**src/rtl/led_activity_scheduler.sv**
```systemverilog
// Shares one LED among NUM_SRC activity sources. Source k is shown as k+1 blinks
// followed by a dark gap; sources are served in round-robin order from sticky flags.
module led_activity_scheduler #(
    parameter int NUM_SRC     = 4,
    parameter int PHASE_WIDTH = 24,
    localparam int SRC_W      = (NUM_SRC <= 2) ? 1 : $clog2(NUM_SRC)
) (
    input  logic               clk,
    input  logic               rst_n,
    input  logic [NUM_SRC-1:0] trigger,
    output logic               led_out,
    output logic               busy,
    output logic [SRC_W-1:0]   active_src,
    output logic [NUM_SRC-1:0] pending
);

    typedef enum logic [1:0] {
        IDLE = 2'd0,
        ON   = 2'd1,
        OFF  = 2'd2,
        GAP  = 2'd3
    } state_t;

    // Terminal counts built from replicated ones so PHASE_WIDTH=30 cannot overflow an int.
    localparam logic [PHASE_WIDTH:0] PHASE_LAST = {1'b0, {PHASE_WIDTH{1'b1}}};
    localparam logic [PHASE_WIDTH:0] GAP_LAST   = {(PHASE_WIDTH+1){1'b1}};
    localparam logic [PHASE_WIDTH:0] PHASE_ONE  = (PHASE_WIDTH+1)'(1);
    localparam logic [SRC_W-1:0]     SRC_LAST   = SRC_W'(NUM_SRC - 1);
    localparam logic [SRC_W-1:0]     SRC_ONE    = SRC_W'(1);

    state_t               state;
    logic [SRC_W-1:0]     rr_ptr;
    logic [PHASE_WIDTH:0] phase_cnt;
    logic [SRC_W-1:0]     pulse_cnt;

    logic                 found;
    logic [SRC_W-1:0]     grant_idx;
    logic [NUM_SRC-1:0]   grant_mask;

    // First set pending bit at or after rr_ptr, wrapping past NUM_SRC-1 back to 0.
    always_comb begin
        int cand;
        cand      = 0;
        found     = 1'b0;
        grant_idx = '0;
        for (int i = 0; i < NUM_SRC; i++) begin
            cand = int'(rr_ptr) + i;
            if (cand >= NUM_SRC) cand = cand - NUM_SRC;
            if (!found && pending[cand]) begin
                found     = 1'b1;
                grant_idx = SRC_W'(cand);
            end
        end
    end

    always_comb begin
        grant_mask = '0;
        if (state == IDLE && found) grant_mask[grant_idx] = 1'b1;
    end

    always_ff @(posedge clk or negedge rst_n) begin
        if (!rst_n) begin
            state      <= IDLE;
            led_out    <= 1'b0;
            busy       <= 1'b0;
            active_src <= '0;
            pending    <= '0;
            rr_ptr     <= '0;
            phase_cnt  <= '0;
            pulse_cnt  <= '0;
        end else begin
            // A trigger on the grant edge re-arms the flag the grant clears.
            pending <= (pending & ~grant_mask) | trigger;

            case (state)
                IDLE: begin
                    if (found) begin
                        active_src <= grant_idx;
                        rr_ptr     <= (grant_idx == SRC_LAST) ? '0 : grant_idx + SRC_ONE;
                        phase_cnt  <= '0;
                        pulse_cnt  <= '0;
                        led_out    <= 1'b1;
                        busy       <= 1'b1;
                        state      <= ON;
                    end
                end
                ON: begin
                    if (phase_cnt == PHASE_LAST) begin
                        phase_cnt <= '0;
                        led_out   <= 1'b0;
                        state     <= OFF;
                    end else begin
                        phase_cnt <= phase_cnt + PHASE_ONE;
                    end
                end
                OFF: begin
                    if (phase_cnt == PHASE_LAST) begin
                        phase_cnt <= '0;
                        if (pulse_cnt == active_src) begin
                            state <= GAP;
                        end else begin
                            pulse_cnt <= pulse_cnt + SRC_ONE;
                            led_out   <= 1'b1;
                            state     <= ON;
                        end
                    end else begin
                        phase_cnt <= phase_cnt + PHASE_ONE;
                    end
                end
                GAP: begin
                    if (phase_cnt == GAP_LAST) begin
                        phase_cnt <= '0;
                        busy      <= 1'b0;
                        state     <= IDLE;
                    end else begin
                        phase_cnt <= phase_cnt + PHASE_ONE;
                    end
                end
                default: begin
                    state   <= IDLE;
                    busy    <= 1'b0;
                    led_out <= 1'b0;
                end
            endcase
        end
    end

endmodule

```
**config.mk**
```make
export PLATFORM = sky130hd
export DESIGN_NAME = led_activity_scheduler
export DESIGN_NICKNAME = d
export VERILOG_FILES = /design/src/rtl/led_activity_scheduler.sv
export SDC_FILE = /design/constraint.sdc
export NUM_CORES = 1
export LEC_CHECK = 0
export ABC_AREA = 1
export CAP_MARGIN = 15
export CORE_ASPECT_RATIO = 1.25
export CORE_MARGIN = 2
export CORE_UTILIZATION = 46
export CTS_BUF_LIST = sky130_fd_sc_hd__clkbuf_8 sky130_fd_sc_hd__clkbuf_16
export CTS_CLUSTER_SIZE = 10
export DETAILED_ROUTE_END_ITERATION = 10
export DONT_BUFFER_PORTS = 1
export PLACE_DENSITY = 0.64
export SETUP_SLACK_MARGIN = 0.3
export SLEW_MARGIN = 30
export SYNTH_ARGS = -nofsm -noshare
export SYNTH_HDL_FRONTEND = slang
export SYNTH_SLANG_ARGS = --single-unit
export TNS_END_PERCENT = 10
```
**constraint.sdc**
```tcl
create_clock -name clk -period 2.9 [get_ports clk]
set_input_delay 0.29 -clock clk [delete_from_list [all_inputs] [get_ports clk]]
set_output_delay 0.29 -clock clk [all_outputs]
set_load 0.02 [all_outputs]
```
==> impl_metrics.env, run 1 <==
export IMPL_status="finished, final reports clean"
export IMPL_path_max_fanout=37
export IMPL_register_area_um2=976
export IMPL_hold_violations=0
export IMPL_syn_num_nets=457
export IMPL_start_util_pct=47.3
export IMPL_synth_area_um2=2920
export IMPL_antenna_found_initial=0
export IMPL_fillCellCount=660
export IMPL_globalplace_congestion=0.867
export IMPL_drive_gt1_share_pct=7.24
export IMPL_vias_per_cell=5.24
export IMPL_multi_input_area_um2=1670
export IMPL_htree_num_levels=2
export IMPL_rsz0062_at_grt="no"
export IMPL_cp_arrival_ps=2460
export IMPL_grt_remaining_overflow=0
export IMPL_syn_inst=441
export IMPL_grt_max_degree=40
export IMPL_r2r_start="rr_ptr[0]"
export IMPL_crit_path_cell_trace="inv_6 > nand2_1 > nand2_1 > nand2_2 > nand2_2 > nor2_4 > nand4_4 > clkinv_2 > a21oi_4 > nor2_1"
export IMPL_core_rowCount=32
export IMPL_postCtsResizedCells=0
export IMPL_finClkSkew_ps=13.8
export IMPL_post_route_min_period_ps=2240
export IMPL_tightest_slew_ps=633
export IMPL_synth_edf_count=0
export IMPL_synth_area_leader_cell="dfrtp_1"
export IMPL_antenna_cells=0
export IMPL_synth_seq_cells=39
export IMPL_yosysWarningCount=0
export IMPL_worstSkewPairLatency_ps=300
export IMPL_cts_root_buffer="clkbuf_8"
export IMPL_die_height_um=93.0
export IMPL_critPathSlowestCell="dfrtp_1"
export IMPL_hold_path_class="input pin to flop"
export IMPL_track_usage_pct=22.7
export IMPL_cp_num_buf_inv=2
export IMPL_nets=457
export IMPL_synth_async_sr_flop_share_pct=100
export IMPL_end_kind="flop"
export IMPL_yosysUniqueCellTypes=30
export IMPL_post_drt_wl_per_cell_um=13.7
export IMPL_synth_ff_type="dfrtp_1"
export IMPL_crit_required_ps=3120
export IMPL_drc=0
export IMPL_die_x_um=75.2
export IMPL_grt_pass1_vias=2671
export IMPL_cp_top_family="simple AND/OR/NAND/NOR gates"
export IMPL_wl_mm=7.20
export IMPL_path_class="flop to flop"
export IMPL_power_leakage_nw=1.62
export IMPL_yosysSeqAreaShare_pct=33.4
export IMPL_setup_viol=0
export IMPL_design_core_area_um2=6170
export IMPL_hp_start="trigger[2]"
export IMPL_syn2layout_area_growth_pct=6.39
export IMPL_rrSetupSlack_ps=660
export IMPL_crit_start="rr_ptr[0]"
export IMPL_clock_path_buffers=2
export IMPL_cts_tree="yes"
export IMPL_clk_pin_slew_ps=70
export IMPL_max_freq_mhz=447
export IMPL_drt_antenna_violating_nets=0
export IMPL_synth_area_per_cell_um2=6.62
export IMPL_powerDensity_nw_per_um2=332
export IMPL_synth_top_area_share_pct=33.4
export IMPL_numCtsBuffers=5
export IMPL_cts_sinks=39
export IMPL_fin_tns_setup_ps=0
export IMPL_drtPass1Iterations=4
export IMPL_total_power_mw=1.03
export IMPL_final_max_slew_violation_count=0
export IMPL_finalCritPeriodShare_pct=77.2
export IMPL_synth_area_leaders="dfrtp_1 33%, nand2_1 20%, nand3_1 9.8%, inv_1 6.7%, nor2_1 4.5%"
export IMPL_grt_first_pass_wirelength_mm=12.1
export IMPL_drt_iter0_markers=168
export IMPL_hpwlAfterDp_mm=5.28
export IMPL_slew_headroom_pct=57.8
export IMPL_vdd_drop_max_mv=0.187
export IMPL_critPathMaxStageDelay_ps=530
export IMPL_cp_start_kind="flop"
export IMPL_design_portCount=14
export IMPL_cap_violations=0
export IMPL_portBuffers=0
export IMPL_die_area_um2=7000
export IMPL_vias=2760
==> final cells by class <==
class / count / share of cell area [%]
Timing Repair Buffer: 2 / 0.967
Sequential cell: 39 / 31.4
Multi-Input combinational cell: 338 / 53.7
Inverter: 55 / 6.85
Clock buffer: 5 / 2.22
Tap cell: 85 / 3.43
Clock inverter: 3 / 1.41
==> path summary, 6_finish.rpt <==
| kind | endpoint | cells after the start |
|---|---|---|
| min in group asynchronous | phase_cnt[21] | 2 |
| max in group asynchronous | phase_cnt[24] | 2 |
| min reg2reg | pulse_cnt[0] | 2 |
| max | phase_cnt[24] | 10 |
| max reg2reg | phase_cnt[24] | 10 |
| min | pending[2] | 2 |
==> synth_stat cells, types with 2 or more instances <==
cell / number
nand2_2: 12
nor3_1: 3
buf_2: 2
a21oi_1: 9
o21ai_1: 7
inv_1: 52
nand2_1: 158
xor2_1: 9
nor2_4: 3
nand3_1: 57
buf_6: 3
nor2_2: 2
ha_1: 10
xnor2_1: 5
nand4_1: 15
o21ai_0: 7
clkbuf_1: 2
nor2_1: 35
dfrtp_1: 39
==> repair_timing <==
action	in CTS	in global routing
hold buffers	2	0
buffers inserted	0	0
hold endpoints to repair	39	0
==> registers in the layout (all words and copies together) (netlist names) <==
signal      count
active_src      2
busy            1
led_out         1
pending         4
phase_cnt      25
pulse_cnt       2
rr_ptr          2
state           2
==> per-stage QoR <==
stage	cells	worst slack, ps	area, um2	hold slack (ps)	util, %
2_1_floorplan	441	1150	2920	-5.59	-
3_3_place_gp	517	705	2960	-4.18	48.0
3_5_place_dp	517	637	2960	-4.18	48.0
4_1_cts	527	639	3100	91.6	50.3
5_1_grt	527	382	3100	93.7	50.3
6_report	527	661	3100	93.0	50.3
==> logic make-up after synthesis <==
logic type,share of synthesized area (%)
buffers and inverters,9.43
xor gates and xnor gates,4.20
DFF,33.4
adders and majority gates,4.29
AOI/OAI and AO/OA,4.97
and+or+nand+nor,43.7
==> report_power, final <==
| part | internal, mW | switching, mW | total (mW) | leakage, nW |
|---|---|---|---|---|
| Sequential | 0.543 | 0.000000000000000160 | 0.543 | 0.493 |
| Combinational | 0.00416 | 0.0124 | 0.0166 | 1.07 |
| Clock | 0.256 | 0.214 | 0.471 | 0.0581 |
| Total | 0.804 | 0.227 | 1.03 | 1.62 |
==> placed cells by master (no fill, tap or decap), types with 2 or more instances in the layout <==
cell type	instances
nand2_1	158
nand3_1	57
inv_1	52
dfrtp_1	39
nor2_1	35
nand4_1	15
nand2_2	12
ha_1	10
xor2_1	9
a21oi_1	9
o21ai_0	7
o21ai_1	7
xnor2_1	5
clkbuf_8	5
nor2_4	3
nor3_1	3
nor2_2	2
clkinv_2	2
==> metal layers <==
layer | up-vias | part of all wire (%) | track usage, %
met1 | 1298 | 41 | 26.7
met2 | 60 | 53 | 40.1
li1 | 1390 | - | -
met4 | 0 | 2.1 | 9.06
met5 | - | 0 | 0
met3 | 12 | 4.4 | 3.56
Note: power is estimated with default switching activity, not from simulation.
==> run 2: changes to the inputs <==
PLACE_DENSITY = 0.66   (was 0.64)
clock period = 1.8 ns   (was 2.9 ns; I/O delays follow)
==> run 2 against run 1 <==
The flow now finishes with violations (negative setup slack). Die area is the same. Power grew 51%. Worst hold slack gained 240 ps. Maximum frequency grew 18%.
==> impl_metrics.env, run 2 (synthesis results as in run 1) <==
export IMPL_design_portCount=14
export IMPL_powerDensity_nw_per_um2=419
export IMPL_crit_end="pending[1]"
export IMPL_hpwlAfterDp_mm=6.03
export IMPL_cp_start_kind="flop"
export IMPL_rsz0062_at_grt="yes"
export IMPL_path_class="flop to flop"
export IMPL_layout_common_cells="147 x nand2_1, 51 x nand3_1, 48 x buf_4"
export IMPL_core_rowCount=32
export IMPL_crit_start="rr_ptr[1]"
export IMPL_wl_mm=8.30
export IMPL_finalNonFillerCells=586
export IMPL_slew_headroom_pct=70.6
export IMPL_nets=516
export IMPL_cap_violations=0
export IMPL_die_x_um=75.2
export IMPL_hold_path_class="input pin to async pin"
export IMPL_syn2layout_area_growth_pct=27.2
export IMPL_design_area_um2=3710
export IMPL_antenna_found_initial=0
export IMPL_rrSetupSlack_ps=-90
export IMPL_r2r_start="rr_ptr[1]"
export IMPL_design_core_area_um2=6170
export IMPL_largest_register_ffs=25
export IMPL_cts_root_buffer="clkbuf_8"
export IMPL_clock_path_buffers=2
export IMPL_finClkSkew_ps=5.39
export IMPL_start_util_pct=47.3
export IMPL_tightest_slew_ps=442
export IMPL_violations="negative setup slack"
export IMPL_top_register="phase_cnt"
export IMPL_drt_iter0_markers=202
export IMPL_placed_cells=565
export IMPL_cp_arrival_ps=2150
export IMPL_htree_num_levels=2
export IMPL_rr_worst_depth=14
export IMPL_track_usage_pct=26.9
export IMPL_die_area_um2=7000
export IMPL_drive_gt1_share_pct=24.0
export IMPL_worstSkewPairLatency_ps=310
export IMPL_grt_pass1_vias=3180
export IMPL_max_freq_mhz=529
export IMPL_grt_remaining_overflow=0
export IMPL_dp_slack_ps=-165
export IMPL_numCtsBuffers=5
export IMPL_post_drt_wl_per_cell_um=14.2
export IMPL_power_leakage_nw=1.92
export IMPL_layout_setup_ws_ps=-91.8
export IMPL_cts_sinks=39
export IMPL_setup_viol=5
export IMPL_r2r_end="pending[1]"
export IMPL_portBuffers=0
export IMPL_vdd_drop_max_mv=0.267
export IMPL_globalplace_congestion=0.957
export IMPL_place_area_um2=3370
export IMPL_grt_first_pass_wirelength_mm=14.5
export IMPL_die_height_um=93.0
export IMPL_vias=3032
export IMPL_post_route_min_period_ps=1890
export IMPL_drtPass1Iterations=4
export IMPL_finalCritPeriodShare_pct=105
export IMPL_final_common_cell="nand2_1"
export IMPL_hold_slack_ps=337
export IMPL_antenna_cells=0
export IMPL_drt_antenna_violating_nets=0
export IMPL_largestRegisters="phase_cnt x25, pending x4"
export IMPL_crit_required_ps=2060
export IMPL_end_kind="flop"
export IMPL_status="finished with violations"
export IMPL_hold_violations=0
export IMPL_clk_pin_slew_ps=90
export IMPL_final_max_slew_violation_count=0
export IMPL_drc=0
export IMPL_cts_tree="yes"
export IMPL_grt_max_degree=40
export IMPL_vias_per_cell=5.17
export IMPL_path_max_fanout=5
[run 2: cell types whose count changed in the layout (fill, tap and decap cells not counted), moves of 6 or more]
cell	change
buf_4	+48
nand3_1	-6
inv_2	+7
nand2_2	+8
nand3_2	+6
inv_1	-7
nand2_1	-11
[run 2: critical path: stages (launching register included)]
cell     delay, ps
dfrtp_1        410
buf_6          140
nand2_2         70
nand2_2         70
nand2_2        100
nand2_2         80
nor2_4         190
nand4_1        130
nand3_2        110
nand2_2         70
buf_4          140
ha_1           160
nand2_1         70
nand2_1         50
nand2_1         50
[run 2: routing by layer]
| metal | vias to the layer above | share of wire, % | GRT usage, % |
|---|---|---|---|
| li1 | 1511 | - | - |
| met1 | 1411 | 39 | 30.6 |
| met2 | 83 | 53 | 46.3 |
| met3 | 27 | 4.4 | 5.28 |
| met4 | 0 | 4.2 | 14.0 |
| met5 | - | 0 | 0 |
[run 2: worst min path at each step]
stage	start	to	slack, ps	cells past startpoint
after global routing	rst_n	led_out	360	2
final	rst_n	led_out	340	2
after global placement	rst_n	phase_cnt[0]	-110	0
after floorplan	rst_n	active_src[0]	-120	0
after detailed placement	rst_n	phase_cnt[0]	-110	0
after CTS	trigger[1]	pending[1]	-40	2
[run 2: layout make-up]
class,instances,area (um2)
Multi-Input combinational cell,338,1790
Fill cell,583,2450
Clock buffer,5,68.8
Inverter,55,216
Sequential cell,39,980
Clock inverter,3,23.8
Timing Repair Buffer,61,524
Tap cell,85,106
[run 2: report_power, final]
group	internal, mW	switching [mW]	total (mW)
combinational	0.0123	0.0209	0.0332
sequential	0.875	0.000000000000000141	0.875
clock	0.277	0.369	0.646
total	1.16	0.390	1.55
[run 2: stage by stage]
| step | utilization, % | power (mW) | TNS (ps) |
|---|---|---|---|
| final | 60.2 | 1.55 | -377 |
| after floorplan | - | 0.895 | 0 |
| after CTS | 58.7 | 1.57 | -50.5 |
| after global routing | 60.2 | 1.61 | -2530 |
| after global placement | 54.6 | 0.895 | -159 |
| after detailed placement | 54.6 | 0.895 | -2030 |
[run 2: repair_timing]
| action | CTS | global route |
|---|---|---|
| endpoints found under the hold margin | 43 | 1 |
| setup endpoints to repair | 39 | 39 |
| hold buffers | 5 | 1 |
| resized for setup | 25 | 16 |
| pin swaps | 9 | 6 |
| setup buffers | 4 | 3 |
==> run 3: changes to the inputs <==
ABC_AREA = unset   (was 1)
==> run 3 against run 2 <==
Global-route usage decreased by 8.5 points. Sequential share of layout area increased by 6.9 points. Clock skew decreased by 2.8 ps. The run now ends clean. Wire length decreased by 41%. Critical path depth decreased by 9. Critical path type unchanged. Via count decreased by 40%. Clock power decreased by 13%. Final cell count decreased by 42%. Area after synthesis decreased by 21%. Largest power group is now combinational logic. Maximum frequency increased by 11%. Core utilization increased by 1.4 points. Non-clock buffer count decreased by 14.
==> impl_metrics.env, run 3 <==
export IMPL_drtPass1Iterations=4
export IMPL_powerDensity_nw_per_um2=1300
export IMPL_synth_common_cells="39 x dfrtp_1, 24 x nor2_1, 22 x nand2_1"
export IMPL_synth_area_leaders="dfrtp_1 42%, xor2_1 6.1%, ha_1 5.4%, nor2_1 3.9%, nand3_1 3.7%"
export IMPL_cp_arrival_ps=1910
export IMPL_synth_area_um2=2310
export IMPL_worstSkewPairLatency_ps=290
export IMPL_synth_top_family_by_area="simple AND/OR/NAND/NOR gates"
export IMPL_slew_headroom_pct=78.7
export IMPL_vdd_drop_max_mv=1.07
export IMPL_synthAdderAreaFrac_pct=5.42
export IMPL_cap_violations=0
export IMPL_layout_common_cells="37 x buf_4, 33 x dfrtp_1, 22 x nand2_1, 22 x nor2_1, 17 x nand3_1"
export IMPL_total_power_mw=3.83
export IMPL_hpwlAfterDp_mm=3.23
export IMPL_die_area_um2=5600
export IMPL_synthMuxAreaShare_pct=1.36
export IMPL_hold_path_class="input pin to async pin"
export IMPL_synth_simple_gate_area_share_pct=24.1
export IMPL_yosysWarningCount=0
export IMPL_drive_gt1_share_pct=32.3
export IMPL_top_register="phase_cnt"
export IMPL_portBuffers=0
export IMPL_yosysUniqueCellTypes=55
export IMPL_synth_async_sr_flop_share_pct=100
export IMPL_vias_per_cell=5.38
export IMPL_drt_antenna_violating_nets=0
export IMPL_synth_most_common_cell="dfrtp_1"
export IMPL_rsz0062_at_grt="yes"
export IMPL_crit_required_ps=2010
export IMPL_design_area_um2=2950
export IMPL_core_rowCount=28
export IMPL_synth_ff_type="dfrtp_1"
export IMPL_antenna_cells=0
export IMPL_place_area_um2=2590
export IMPL_grt_max_degree=40
export IMPL_synth_edf_count=0
export IMPL_grt_remaining_overflow=0
export IMPL_syn_inst=232
export IMPL_cts_sinks=39
export IMPL_synth_compound_area_share_pct=15.0
export IMPL_grt_pass1_vias=1809
export IMPL_post_drt_wl_per_cell_um=14.4
export IMPL_finalNonFillerCells=339
export IMPL_drc=0
export IMPL_syn2layout_area_growth_pct=28.0
export IMPL_vias=1824
export IMPL_post_route_min_period_ps=1700
export IMPL_syn_num_nets=248
export IMPL_track_usage_pct=18.4
export IMPL_synth_area_leader_cell="dfrtp_1"
export IMPL_setup_viol=0
export IMPL_nets=294
export IMPL_synth_seq_cells=39
export IMPL_end_kind="flop"
export IMPL_clock_path_buffers=2
export IMPL_numCtsBuffers=5
export IMPL_crit_start="state[0]"
export IMPL_htree_num_levels=2
export IMPL_tightest_slew_ps=318
export IMPL_fin_tns_setup_ps=0
export IMPL_antenna_found_initial=0
export IMPL_largest_register_ffs=25
export IMPL_hold_slack_ps=341
export IMPL_globalplace_congestion=0.783
export IMPL_die_height_um=83.2
export IMPL_final_common_cell="buf_4"
export IMPL_placed_cells=310
export IMPL_finClkSkew_ps=2.62
export IMPL_path_class="flop to flop"
export IMPL_synth_top_area_share_pct=42.3
export IMPL_design_portCount=14
export IMPL_max_freq_mhz=588
export IMPL_yosysSeqAreaShare_pct=42.3
export IMPL_grt_first_pass_wirelength_mm=8.04
export IMPL_largestRegisters="phase_cnt x25, pending x4"
export IMPL_synth_xor_xnor_area_share_pct=7.59
export IMPL_r2r_start="state[0]"
export IMPL_cts_tree="yes"
export IMPL_die_x_um=67.3
export IMPL_power_leakage_nw=1.30
export IMPL_status="finished, final reports clean"
export IMPL_drt_iter0_markers=75
export IMPL_wl_mm=4.89
export IMPL_hold_violations=0
export IMPL_synth_area_per_cell_um2=9.94
export IMPL_path_max_fanout=7
export IMPL_start_util_pct=48.1
export IMPL_finalCritPeriodShare_pct=94.5
export IMPL_cp_start_kind="flop"
export IMPL_design_core_area_um2=4800
export IMPL_final_max_slew_violation_count=0
export IMPL_clk_pin_slew_ps=70
export IMPL_cts_root_buffer="clkbuf_8"
## run 3: changes by cell type in the layout (fill, tap and decap cells not counted), sizes merged, moves of 4 or more
cell   previous run  this run
nand2           170        22
inv              56        13
nand3            57        18
buf              56        42
nor2             40        26
nand4            16         6
xor2              9        16
a21o              0         5
and4              0         5
and3              0         4
## run 3: final cells by class
| class | instances | area, um2 |
|---|---|---|
| Inverter | 11 | 43.8 |
| Clock buffer | 5 | 68.8 |
| Tap cell | 60 | 75.1 |
| Clock inverter | 3 | 12.5 |
| Fill cell | 395 | 1850 |
| Multi-Input combinational cell | 174 | 1370 |
| Timing Repair Buffer | 47 | 402 |
| Sequential cell | 39 | 983 |
## run 3: metal layers
layer | up-vias | track usage, % | routed length [um]
li1 | 909 | - | -
met1 | 893 | 23.4 | 2120
met2 | 16 | 30.5 | 2600
met3 | 6 | 4.20 | 86
met4 | 0 | 5.57 | 69
met5 | - | 0 | 0
## run 3: worst paths after layout
| path | slack [ps] | end | cells after the start |
|---|---|---|---|
| max | 100 | state[1] | 5 |
| min | 340 | phase_cnt[10] | 2 |
| max reg2reg | 100 | state[1] | 5 |
| min reg2reg | 540 | phase_cnt[15] | 2 |
| max in group asynchronous | 1240 | pending[2] | 2 |
| min in group clk | 520 | pending[0] | 2 |
## run 3: stage by stage
| stage | util, % | setup WS [ps] |
|---|---|---|
| global route | 61.5 | 21.8 |
| CTS | 58.8 | 91.7 |
| finish | 61.5 | 99.7 |
| global placement | 54.0 | 100 |
| detailed placement | 54.0 | 37.5 |
| floorplan | - | 34.8 |
## run 3: cells by family after synthesis
logic type	after synthesis
adders and majority gates	10
xor gates and xnor gates	20
and+or+nand+nor	95
muxes	3
buffers and inverters	19
DFF	39
AOI/OAI and AO/OA	46
## run 3: critical path: stages, from the launching register on
cell and delay, ps:
dfrtp_2 450, ha_2 260, nor2_1 260, a31oi_4 160, a2111oi_4 350, o21bai_1 150
## run 3: what timing repair did
item / 4_1_cts / 5_1_grt
setup endpoints to repair: 38 / 39
resized for setup: 6 / 18
setup buffers: 7 / 8
pin swaps: 2 / 11
hold buffers: 6 / 0
endpoints found under the hold margin: 43 / 0
## run 3: report_power, final
group | switching, mW | internal, mW | total [mW] | leakage, nW
clock network | 0.304 | 0.261 | 0.565 | 0.0505
logic | 1.06 | 0.987 | 2.05 | 0.749
registers | 0.204 | 1.02 | 1.22 | 0.498
